[src/rtl/decoder_seq_if.sv]
// rtl/decoder_seq_if.sv - control, address handshake and decode output bundle for decoder_seq
interface decoder_seq_if #(
    parameter int ADDR_W = 4
);
    localparam int OUT_W = 2 ** ADDR_W;

    logic              enable;
    logic              mode;
    logic              in_valid;
    logic [ADDR_W-1:0] in;
    logic              in_ready;
    logic [OUT_W-1:0]  out;
    logic [ADDR_W-1:0] cur_addr;
    logic              wrap;

    modport master (
        output enable, mode, in_valid, in,
        input  in_ready, out, cur_addr, wrap
    );

    modport slave (
        input  enable, mode, in_valid, in,
        output in_ready, out, cur_addr, wrap
    );
endinterface

[src/rtl/decoder_seq.sv]
// rtl/decoder_seq.sv - one-hot decoder with direct-address hold and timed scan modes; optional wrap pulse via DECODER_SEQ_WRAP_EN
module decoder_seq #(
    parameter int ADDR_W = 4,
    parameter int PERIOD = 4
) (
    input logic          clk,
    input logic          rst,
    decoder_seq_if.slave bus
);
    localparam int OUT_W = 2 ** ADDR_W;
    localparam int CNT_W = $clog2(PERIOD + 1);
    localparam logic [CNT_W-1:0] STEP_MAX = CNT_W'(PERIOD - 1);

    typedef enum logic [1:0] {
        IDLE = 2'd0,
        HOLD = 2'd1,
        SCAN = 2'd2
    } state_t;

    state_t            state_q, state_d;
    logic [ADDR_W-1:0] addr_q, addr_d;
    logic [CNT_W-1:0]  cnt_q, cnt_d;
    logic [OUT_W-1:0]  out_q, out_d;
    logic              in_ready_w;

    // Acceptance depends only on the live controls, never on state or reset.
    assign in_ready_w   = bus.enable && !bus.mode;
    assign bus.in_ready = in_ready_w;
    assign bus.out      = out_q;
    assign bus.cur_addr = addr_q;

`ifdef DECODER_SEQ_WRAP_EN
    logic wrap_q, wrap_d;
    assign bus.wrap = wrap_q;
`else
    assign bus.wrap = 1'b0;
`endif

    // Next state, address and step count; priority is !enable > mode > in_valid.
    always_comb begin
        state_d = state_q;
        addr_d  = addr_q;
        cnt_d   = cnt_q;
`ifdef DECODER_SEQ_WRAP_EN
        wrap_d  = 1'b0;
`endif
        if (!bus.enable) begin
            state_d = IDLE;
            cnt_d   = '0;
        end else if (bus.mode) begin
            if (state_q != SCAN) begin
                // Every scan starts from address 0 with a fresh step count.
                state_d = SCAN;
                addr_d  = '0;
                cnt_d   = '0;
            end else if (cnt_q == STEP_MAX) begin
                cnt_d  = '0;
                addr_d = addr_q + 1'b1;
`ifdef DECODER_SEQ_WRAP_EN
                wrap_d = (addr_q == '1);
`endif
            end else begin
                cnt_d = cnt_q + 1'b1;
            end
        end else begin
            cnt_d = '0;
            if (bus.in_valid) begin
                state_d = HOLD;
                addr_d  = bus.in;
            end else if (state_q == SCAN) begin
                // Leaving scan freezes on whatever address was being driven.
                state_d = HOLD;
            end
        end
    end

    // Decode is computed from next-state values so out lines up with cur_addr.
    always_comb begin
        out_d = '0;
        if (state_d != IDLE) begin
            out_d = OUT_W'(1) << addr_d;
        end
    end

    // State, address, step counter and registered decode.
    always_ff @(posedge clk) begin
        if (rst) begin
            state_q <= IDLE;
            addr_q  <= '0;
            cnt_q   <= '0;
            out_q   <= '0;
        end else begin
            state_q <= state_d;
            addr_q  <= addr_d;
            cnt_q   <= cnt_d;
            out_q   <= out_d;
        end
    end

`ifdef DECODER_SEQ_WRAP_EN
    // One-cycle wrap flag, aligned with the first cycle out shows address 0.
    always_ff @(posedge clk) begin
        if (rst) begin
            wrap_q <= 1'b0;
        end else begin
            wrap_q <= wrap_d;
        end
    end
`endif
endmodule

[src/flat_wrapper.sv]
// flat-port wrapper written by rule: the top's interface ports become plain ports
module decoder_seq_flat 
#(
    parameter int ADDR_W = 4,
    parameter int PERIOD = 4
)
  (clk, rst, bus_enable, bus_mode, bus_in_valid, bus_in, bus_in_ready, bus_out, bus_cur_addr, bus_wrap);
  decoder_seq_if #(.ADDR_W(ADDR_W)) bus_i ();
  input logic clk;
  input logic rst;
  input wire logic [$bits(bus_i.enable)-1:0] bus_enable;
  input wire logic [$bits(bus_i.mode)-1:0] bus_mode;
  input wire logic [$bits(bus_i.in_valid)-1:0] bus_in_valid;
  input wire logic [$bits(bus_i.in)-1:0] bus_in;
  output wire logic [$bits(bus_i.in_ready)-1:0] bus_in_ready;
  output wire logic [$bits(bus_i.out)-1:0] bus_out;
  output wire logic [$bits(bus_i.cur_addr)-1:0] bus_cur_addr;
  output wire logic [$bits(bus_i.wrap)-1:0] bus_wrap;
  assign bus_i.enable = bus_enable;
  assign bus_i.mode = bus_mode;
  assign bus_i.in_valid = bus_in_valid;
  assign bus_i.in = bus_in;
  assign bus_in_ready = bus_i.in_ready;
  assign bus_out = bus_i.out;
  assign bus_cur_addr = bus_i.cur_addr;
  assign bus_wrap = bus_i.wrap;
  decoder_seq #(.ADDR_W(ADDR_W), .PERIOD(PERIOD)) u_core (.clk(clk), .rst(rst), .bus(bus_i));
endmodule
[config.mk]
export PLATFORM = sky130hd
export DESIGN_NAME = decoder_seq_flat
export DESIGN_NICKNAME = d
export VERILOG_FILES = /design/src/rtl/decoder_seq_if.sv /design/src/rtl/decoder_seq.sv /design/src/flat_wrapper.sv
export SDC_FILE = /design/constraint.sdc
export NUM_CORES = 1
export LEC_CHECK = 0
export CORE_MARGIN = 2
export CORE_UTILIZATION = 45
export DETAILED_ROUTE_END_ITERATION = 10
export DONT_BUFFER_PORTS = 1
export SYNTH_ARGS = -nofsm -noshare
export SYNTH_HDL_FRONTEND = slang
export SYNTH_SLANG_ARGS = --single-unit
export TNS_END_PERCENT = 50
[constraint.sdc]
create_clock -name clk -period 2.7 [get_ports clk]
set_input_delay 0.81 -clock clk [delete_from_list [all_inputs] [get_ports clk]]
set_output_delay 0.81 -clock clk [all_outputs]
set_load 0.005 [all_outputs]
-- After elaboration in Yosys (flattened, before gate mapping)
Cells that the tools add are included.
- output and inout bits: 22
- bits in registers: 25
- input bits: 9
- shift-type cells: 1
- muxes and demuxes: 10
- bitwise logic cells: 3
- equality and inequality tests: 3
- add/subtract/negate cells: 2
- reduce and logical (&&, ||, !) cells: 5
- operators by type and width (kind ; number):
    4-bit 2-to-1 mux ; 5
    1-bit by 4-bit << shifter with 16-bit output, first input constant ; 1
    2-bit 2-to-1 mux ; 5
    5-bit OR reduction ; 1
    4-bit by 1-bit adder with 4-bit output, second input constant ; 1
    3-bit by 1-bit adder with 3-bit output, second input constant ; 1
    3-bit by 2-bit equality test with 1-bit output, second input constant ; 1
    1-bit inverter ; 3
    2-bit equality test, second input constant ; 1
    2-bit inequality test, second input constant ; 1
    2-bit nonzero test ; 1
    2-bit OR reduction ; 1
    1-bit logical AND ; 1
    1-bit zero test ; 1

-- Longest topological paths before layout
Gate-level depths: netlist of the first run.
- depth after elaboration: 8
- mapped depth: 7
- gate-level depth less buffers: 6

-- Worst setup path before layout of the first run
No wires, ideal clock.
- path type: input to register
- start: input bus_mode
- end: register u_core.out_q[6], in the netlist u_core.bus.out[6]
- path slack: 0.393 ns
- buffers on the path: 2
- cell stages on the path: 6
- data arrival time: 2.219 ns
- setup time: 0.088 ns
- cells stage by stage: buf_6 o21a_1 o221a_1 or4_4 buf_6 nor4bb_4
- cells in the longest elaborated chain, start to end: 5
- RTL lines (what ; line ; text):
    from (decl) ; flat_wrapper.sv:12 ; input wire logic [$bits(bus_i.mode)-1:0] bus_mode;
    2-bit 2-to-1 mux ; decoder_seq.sv:50 ; end else if (bus.mode) begin
    2-bit 2-to-1 mux ; decoder_seq.sv:47 ; if (!bus.enable) begin
    2-bit nonzero test ; decoder_seq.sv:80 ; if (state_d != IDLE) begin
    1-bit inverter (no source line) ; n/a ;
    2-bit OR reduction (no source line) ; n/a ;
    to (signal assigned) ; decoder_seq.sv:96 ; out_q <= out_d;
    to (decl) ; decoder_seq.sv:23 ; logic [OUT_W-1:0] out_q, out_d;
Parallel ways exist; a longest one is shown, timed or not.
A chain may end at the register's enable or synchronous reset.

-- Worst setup path after layout of the first run
- start: register u_core.cnt_q[0]
- end: register u_core.out_q[3], in the netlist u_core.bus.out[3]
- cells in the longest elaborated chain, start to end: 6
- RTL lines (what ; line ; text):
    from (decl) ; decoder_seq.sv:22 ; logic [CNT_W-1:0] cnt_q, cnt_d;
    from (signal assigned) ; decoder_seq.sv:95 ; cnt_q <= cnt_d;
    3-bit by 2-bit equality test with 1-bit output ; decoder_seq.sv:56 ; end else if (cnt_q == STEP_MAX) begin
    4-bit 2-to-1 mux ; decoder_seq.sv:56 ;
    4-bit 2-to-1 mux ; decoder_seq.sv:51 ; if (state_q != SCAN) begin
    4-bit 2-to-1 mux ; decoder_seq.sv:50 ;
    4-bit 2-to-1 mux ; decoder_seq.sv:47 ;
    1-bit by 4-bit << shifter with 16-bit output ; decoder_seq.sv:81 ; out_d = OUT_W'(1) << addr_d;
Every way passes these cells.

==> impl_metrics.csv, run 1 <==
group,metric,value,unit
sta,fmax,0.497,GHz
sta,clock_skew,4.53,ps
synthesis,yosysTopAreaCell,"dfxtp_1",
synthesis,netlist.area_leader.share,0.466,
clock_tree,cts_sinks,25,
global_routing,grt_pass1_vias,745,
clock_tree,cts_tree,"yes",
sta,rsz0062_at_grt,"false",
setup_path,r2r_slack,690,ps
clock_tree,cts_buffers,3,
power,pwr-share-comb,0.092,
synthesis,seq_area_frac_synth,0.466,
setup_path,start_kind,"register",
clock_tree,cts_root_buf,"clkbuf_4",
floorplan,coreArea,2230,µm²
power,switching_share,0.239,
route,wire_per_inst,15.5,µm
global_routing,antenna_found_initial,0,
synthesis,synth_fp_nets,114,
synthesis,synth_edf_count,0,
power,p_clk_frac,0.268,
sta,hold_violations,0,
sta,finalCriticalPeriod,2010,ps
setup_path,reg2regPathDepth,6,
synthesis,ys_seq_elements,25,
synthesis,syn_area,1070,µm²
route,detail-route-antenna-nets,0,
clock_tree,h-tree-depth,1,
power,powerDensity,532,nW/µm²
global_routing,grt_pass1_wl,3540,µm
synthesis,post-synth-top-count-cell,"dfxtp_1",
sta,timing.setup.tns,0,ps
layout,area_delta_synth_final,4.66,%
route,vias_per_cell,5.75,
synthesis,synth_cells,101,
synthesis,yosys-top-cells-count,"dfxtp_1 (25), nor2_1 (8), inv_1 (7)",
floorplan,die_h,52.8,µm
setup_path,crit_fanout,10,
clock_tree,cts_setup_buffers,0,
synthesis,yosys_warnings,0,
route,drt_pre_antenna_iters,4,
floorplan,fp-row-count,17,
power,ir_drop,0.316,mV
clock_tree,cts_resized,0,
power,p_switching,0.143,mW
worst_hold_path,hold_class,"register to register",
power,p_leak,0.412,nW
worst_hold_path,holdPathStages,1,
clock_tree,cts_buffer_depth,2,
floorplan,dieWidth,52.8,µm
sta,drv_slew,0,
power,pwr-share-seq,0.640,
power,intPower,0.455,mW
sta,fin_hold_ws,436,ps
synthesis,synthDistinctLibCells,42,
job,max_cap_violations,0,
route,vias,753,
global_routing,grtUsageTotal,0.174,
placed_design,place_congestion,0.823,
route,drt-total-wl,2040,µm
setup_path,end_kind,"register",
setup_path,required,2920,ps
placed_design,io_buffers,0,
synthesis,synth_area_leaders,"dfxtp_1 (47%), nor4b_2 (5.6%), ha_1 (4.7%)",
outcome,status,"complete, no violations",
sta,post-route-period-util,0.745,
setup_path,crit_arrival,2240,ps
layout,nets,117,
layout,drive_above_1_share,0.155,
clock_tree,cts-hold-fix-buffers,0,
synthesis,syn_area_per_cell,10.6,µm²
sta,finalSetupViolCount,0,
route,post-route-drc-count,0,
layout,antenna_cells,0,
synthesis,async_flop_share,0,
route,drt-initial-drc-count,14,
placed_design,dp_hpwl,1460,µm
global_routing,grt-ovfl-total,0,
floorplan,dieArea,2790,µm²
floorplan,io_pins,31,
global_routing,grt_max_degree,18,
clock_tree,clkTransAtPathRegs,130,ps
synthesis,ys.flop_type,"dfxtp_1",
setup_path,path_class,"register to register",
floorplan,initial_core_util,0.481,
clock_tree,clock_latency,310,ps
==> worst paths after layout <==
check / from / endpoint
min reg2reg: u_core.cnt_q[0]$_SDFF_PP0_ / u_core.cnt_q[0]$_SDFF_PP0_
max: u_core.cnt_q[0]$_SDFF_PP0_ / u_core.bus.out[3]$_SDFF_PP0_
min: u_core.cnt_q[0]$_SDFF_PP0_ / u_core.cnt_q[0]$_SDFF_PP0_
max reg2reg: u_core.cnt_q[0]$_SDFF_PP0_ / u_core.bus.out[3]$_SDFF_PP0_
==> final cells by class <==
cell class                      instances  area (µm²)
Clock buffer                            3        22.5
Inverter                                7        26.3
Clock inverter                          1        5.00
Timing Repair Buffer                    4        30.0
Sequential cell                        25         500
Fill cell                             220        1110
Tap cell                               28        35.0
Multi-Input combinational cell         63         504
==> registers in the layout, summed over array words and instances (netlist names) <==
signal / flops
u_core.bus.cur_addr: 4
u_core.state_q: 2
u_core.bus.out: 16
u_core.cnt_q: 3
==> cell families after synthesis <==
kind of cell | synth area share
XOR/XNOR | 0.0163
adder cells (fa/ha/maj) | 0.0466
buffers and inverters | 0.0641
AO/OA/AOI/OAI | 0.0956
other | 0.00349
flip-flops | 0.466
multiplexers | 0.00932
AND/OR/NAND/NOR | 0.298
==> power groups by stage <==
stage / clock (mW) / sequential (mW) / combinational [mW]
after global placement: 0 / 0.391 / 0.0542
after detailed placement: 0 / 0.391 / 0.0552
after CTS: 0.168 / 0.383 / 0.0555
after floorplan: 0 / 0.389 / 0.0467
after global routing: 0.188 / 0.384 / 0.0620
final: 0.160 / 0.383 / 0.0549
==> critical path, cell delays in order, from the launching register on <==
cell     delay (ps)
dfxtp_1         360
ha_1            170
ha_1            230
nand4_1         160
xnor2_1         170
a221o_1         510
nor4b_1         330
==> layer usage <==
metal,share of wire,track usage
met1,0.47,0.242
met2,0.47,0.273
met3,0.052,0.0429
met4,0.0069,0.0385
met5,0,0
==> stage by stage <==
step                      instance area (µm²)  worst slack (ps)  utilization  cells  total power [mW]
final                                    1120               688        0.503    131             0.598
after CTS                                1120               670        0.503    131             0.606
after global routing                     1120               449        0.503    131             0.634
after global placement                   1100               519        0.491    127             0.445
after detailed placement                 1100               506        0.491    127             0.446
after floorplan                          1070               393            -    101             0.435
==> placed cells by master, fill, tap and decap left out, types with 2 or more instances in the layout <==
cell and instances:
ha_1 4, o21ai_1 2, and4b_1 2, nand3_1 2, nand2b_1 2, buf_4 4, clkbuf_4 3, a21oi_1 3
inv_1 7, nor4b_1 4, nor4_1 5, nor4b_2 4, dfxtp_1 25, nor3_1 2, nor2_1 8
Note: power is estimated with default switching activity, not from simulation.
==> run 2, diff against run 1 <==
clock period = 2.06 ns   (was 2.7 ns; I/O delays follow)
==> run 2 against run 1 <==
Sequential power rose by 31%. Sequential cell count did not move. Critical path depth did not move. Core utilization rose by 1.5 points. Clock skew fell by 1.9 ps. Critical endpoint unchanged. Critical path type unchanged. Fmax rose by 4.2%. Worst setup slack got worse by 560 ps.
==> impl_metrics.csv, run 2 (synthesized netlist as in run 1, its figures left out) <==
group,metric,value,unit
outcome,status,"complete, no violations",
job,max_cap_violations,0,
sta,finalCriticalPeriod,1930,ps
layout,antenna_cells,0,
sta,fin_hold_ws,354,ps
worst_hold_path,hold_class,"input pin to register",
layout,final_area,1160,µm²
placed_design,place_congestion,0.799,
placed_design,dp_cells,128,
setup_path,start_kind,"register",
setup_path,path_class,"register to register",
global_routing,grt_pass1_vias,744,
route,wire_per_inst,15.2,µm
floorplan,initial_core_util,0.481,
layout,mostFrequentLayoutCell,"dfxtp_1",
floorplan,dieArea,2790,µm²
clock_tree,cts_buffers,3,
route,drt-initial-drc-count,17,
power,ir_drop,0.487,mV
floorplan,dieWidth,52.8,µm
layout,drive_above_1_share,0.171,
route,vias,801,
layout,largest_reg_flops,16,
clock_tree,cts_tree,"yes",
route,drt_pre_antenna_iters,4,
setup_path,required,2280,ps
route,vias_per_cell,6.02,
clock_tree,h-tree-depth,1,
sta,rsz0062_at_grt,"true",
floorplan,die_h,52.8,µm
global_routing,grt_pass1_wl,3280,µm
sta,hold_violations,0,
global_routing,antenna_found_initial,0,
layout,final_cell_mix,"dfxtp_1 (25), nor2_1 (8), inv_1 (7)",
floorplan,coreArea,2230,µm²
layout,fin_cells,133,
layout,nets,119,
route,drt-total-wl,2030,µm
power,powerDensity,688,nW/µm²
power,p_leak,0.420,nW
route,detail-route-antenna-nets,0,
setup_path,end_kind,"register",
floorplan,fp-row-count,17,
placed_design,place_area,1120,µm²
setup_path,crit_arrival,2150,ps
global_routing,grtUsageTotal,0.163,
placed_design,dp_hpwl,1380,µm
clock_tree,cts_sinks,25,
layout,area_delta_synth_final,7.81,%
setup_path,crit_fanout,5,
floorplan,io_pins,31,
clock_tree,clkTransAtPathRegs,130,ps
clock_tree,cts_root_buf,"clkbuf_4",
sta,clock_skew,2.67,ps
clock_tree,clock_latency,310,ps
sta,fmax,0.518,GHz
clock_tree,cts_buffer_depth,2,
sta,post-route-period-util,0.938,
global_routing,grt_max_degree,18,
power,p_total,0.796,mW
global_routing,grt-ovfl-total,0,
sta,finalSetupViolCount,0,
placed_design,io_buffers,0,
route,post-route-drc-count,0,
sta,drv_slew,0,
run 2: layout make-up:
type                       count  area (µm²)
sequential                    25         500
inverter                       7        26.3
clock inverter                 1        7.51
timing repair buffer           5        50.0
tap                           28        35.0
fill                         228        1080
clock buffer                   3        22.5
multi-input combinational     64         515
run 2: worst max-delay path, cell delays in order, from the launching register on:
cell and delay, ps:
dfxtp_1 360, ha_1 170, ha_1 230, nand4_1 160, xnor2_1 190, a221o_2 420, nor4b_1 330
run 2: path summary, 6_finish.rpt:
| check | start | endpoint | slack, ps | cells after the start |
|---|---|---|---|---|
| max | u_core.cnt_q[0]$_SDFF_PP0_ | u_core.bus.out[3]$_SDFF_PP0_ | 130 | 6 |
| min | rst | u_core.bus.cur_addr[3]$_SDFF_PP0_ | 350 | 1 |
| max reg2reg | u_core.cnt_q[0]$_SDFF_PP0_ | u_core.bus.out[3]$_SDFF_PP0_ | 130 | 6 |
| min reg2reg | u_core.cnt_q[0]$_SDFF_PP0_ | u_core.cnt_q[0]$_SDFF_PP0_ | 430 | 1 |
run 2: metrics by stage:
stage,TNS [ps],worst slack [ps],utilization
after floorplan,-76.4,-51.5,-
after global placement,0,69.3,0.500
after detailed placement,0,44.7,0.500
after CTS,0,16.6,0.513
after global routing,0,0.00711,0.518
final,0,128,0.518
run 2: power by group:
part | internal (mW) | total, mW | switching (mW) | leakage [nW]
combinational | 0.0368 | 0.0787 | 0.0418 | 0.203
clock | 0.0740 | 0.216 | 0.142 | 0.0139
sequential | 0.492 | 0.501 | 0.00973 | 0.202
run 2: metal layers:
layer	GRT usage	wire length [µm]
met1	0.217	984
met4	0.0769	38
met2	0.244	869
met3	0.0429	133
met5	0	0
run 2: what timing repair did:
action / CTS / global route
endpoints found under the hold margin: 0 / 0
buffers inserted: 0 / 0
setup endpoints to repair: 0 / 10
hold buffers: 0 / 0
gates resized for setup: 0 / 1
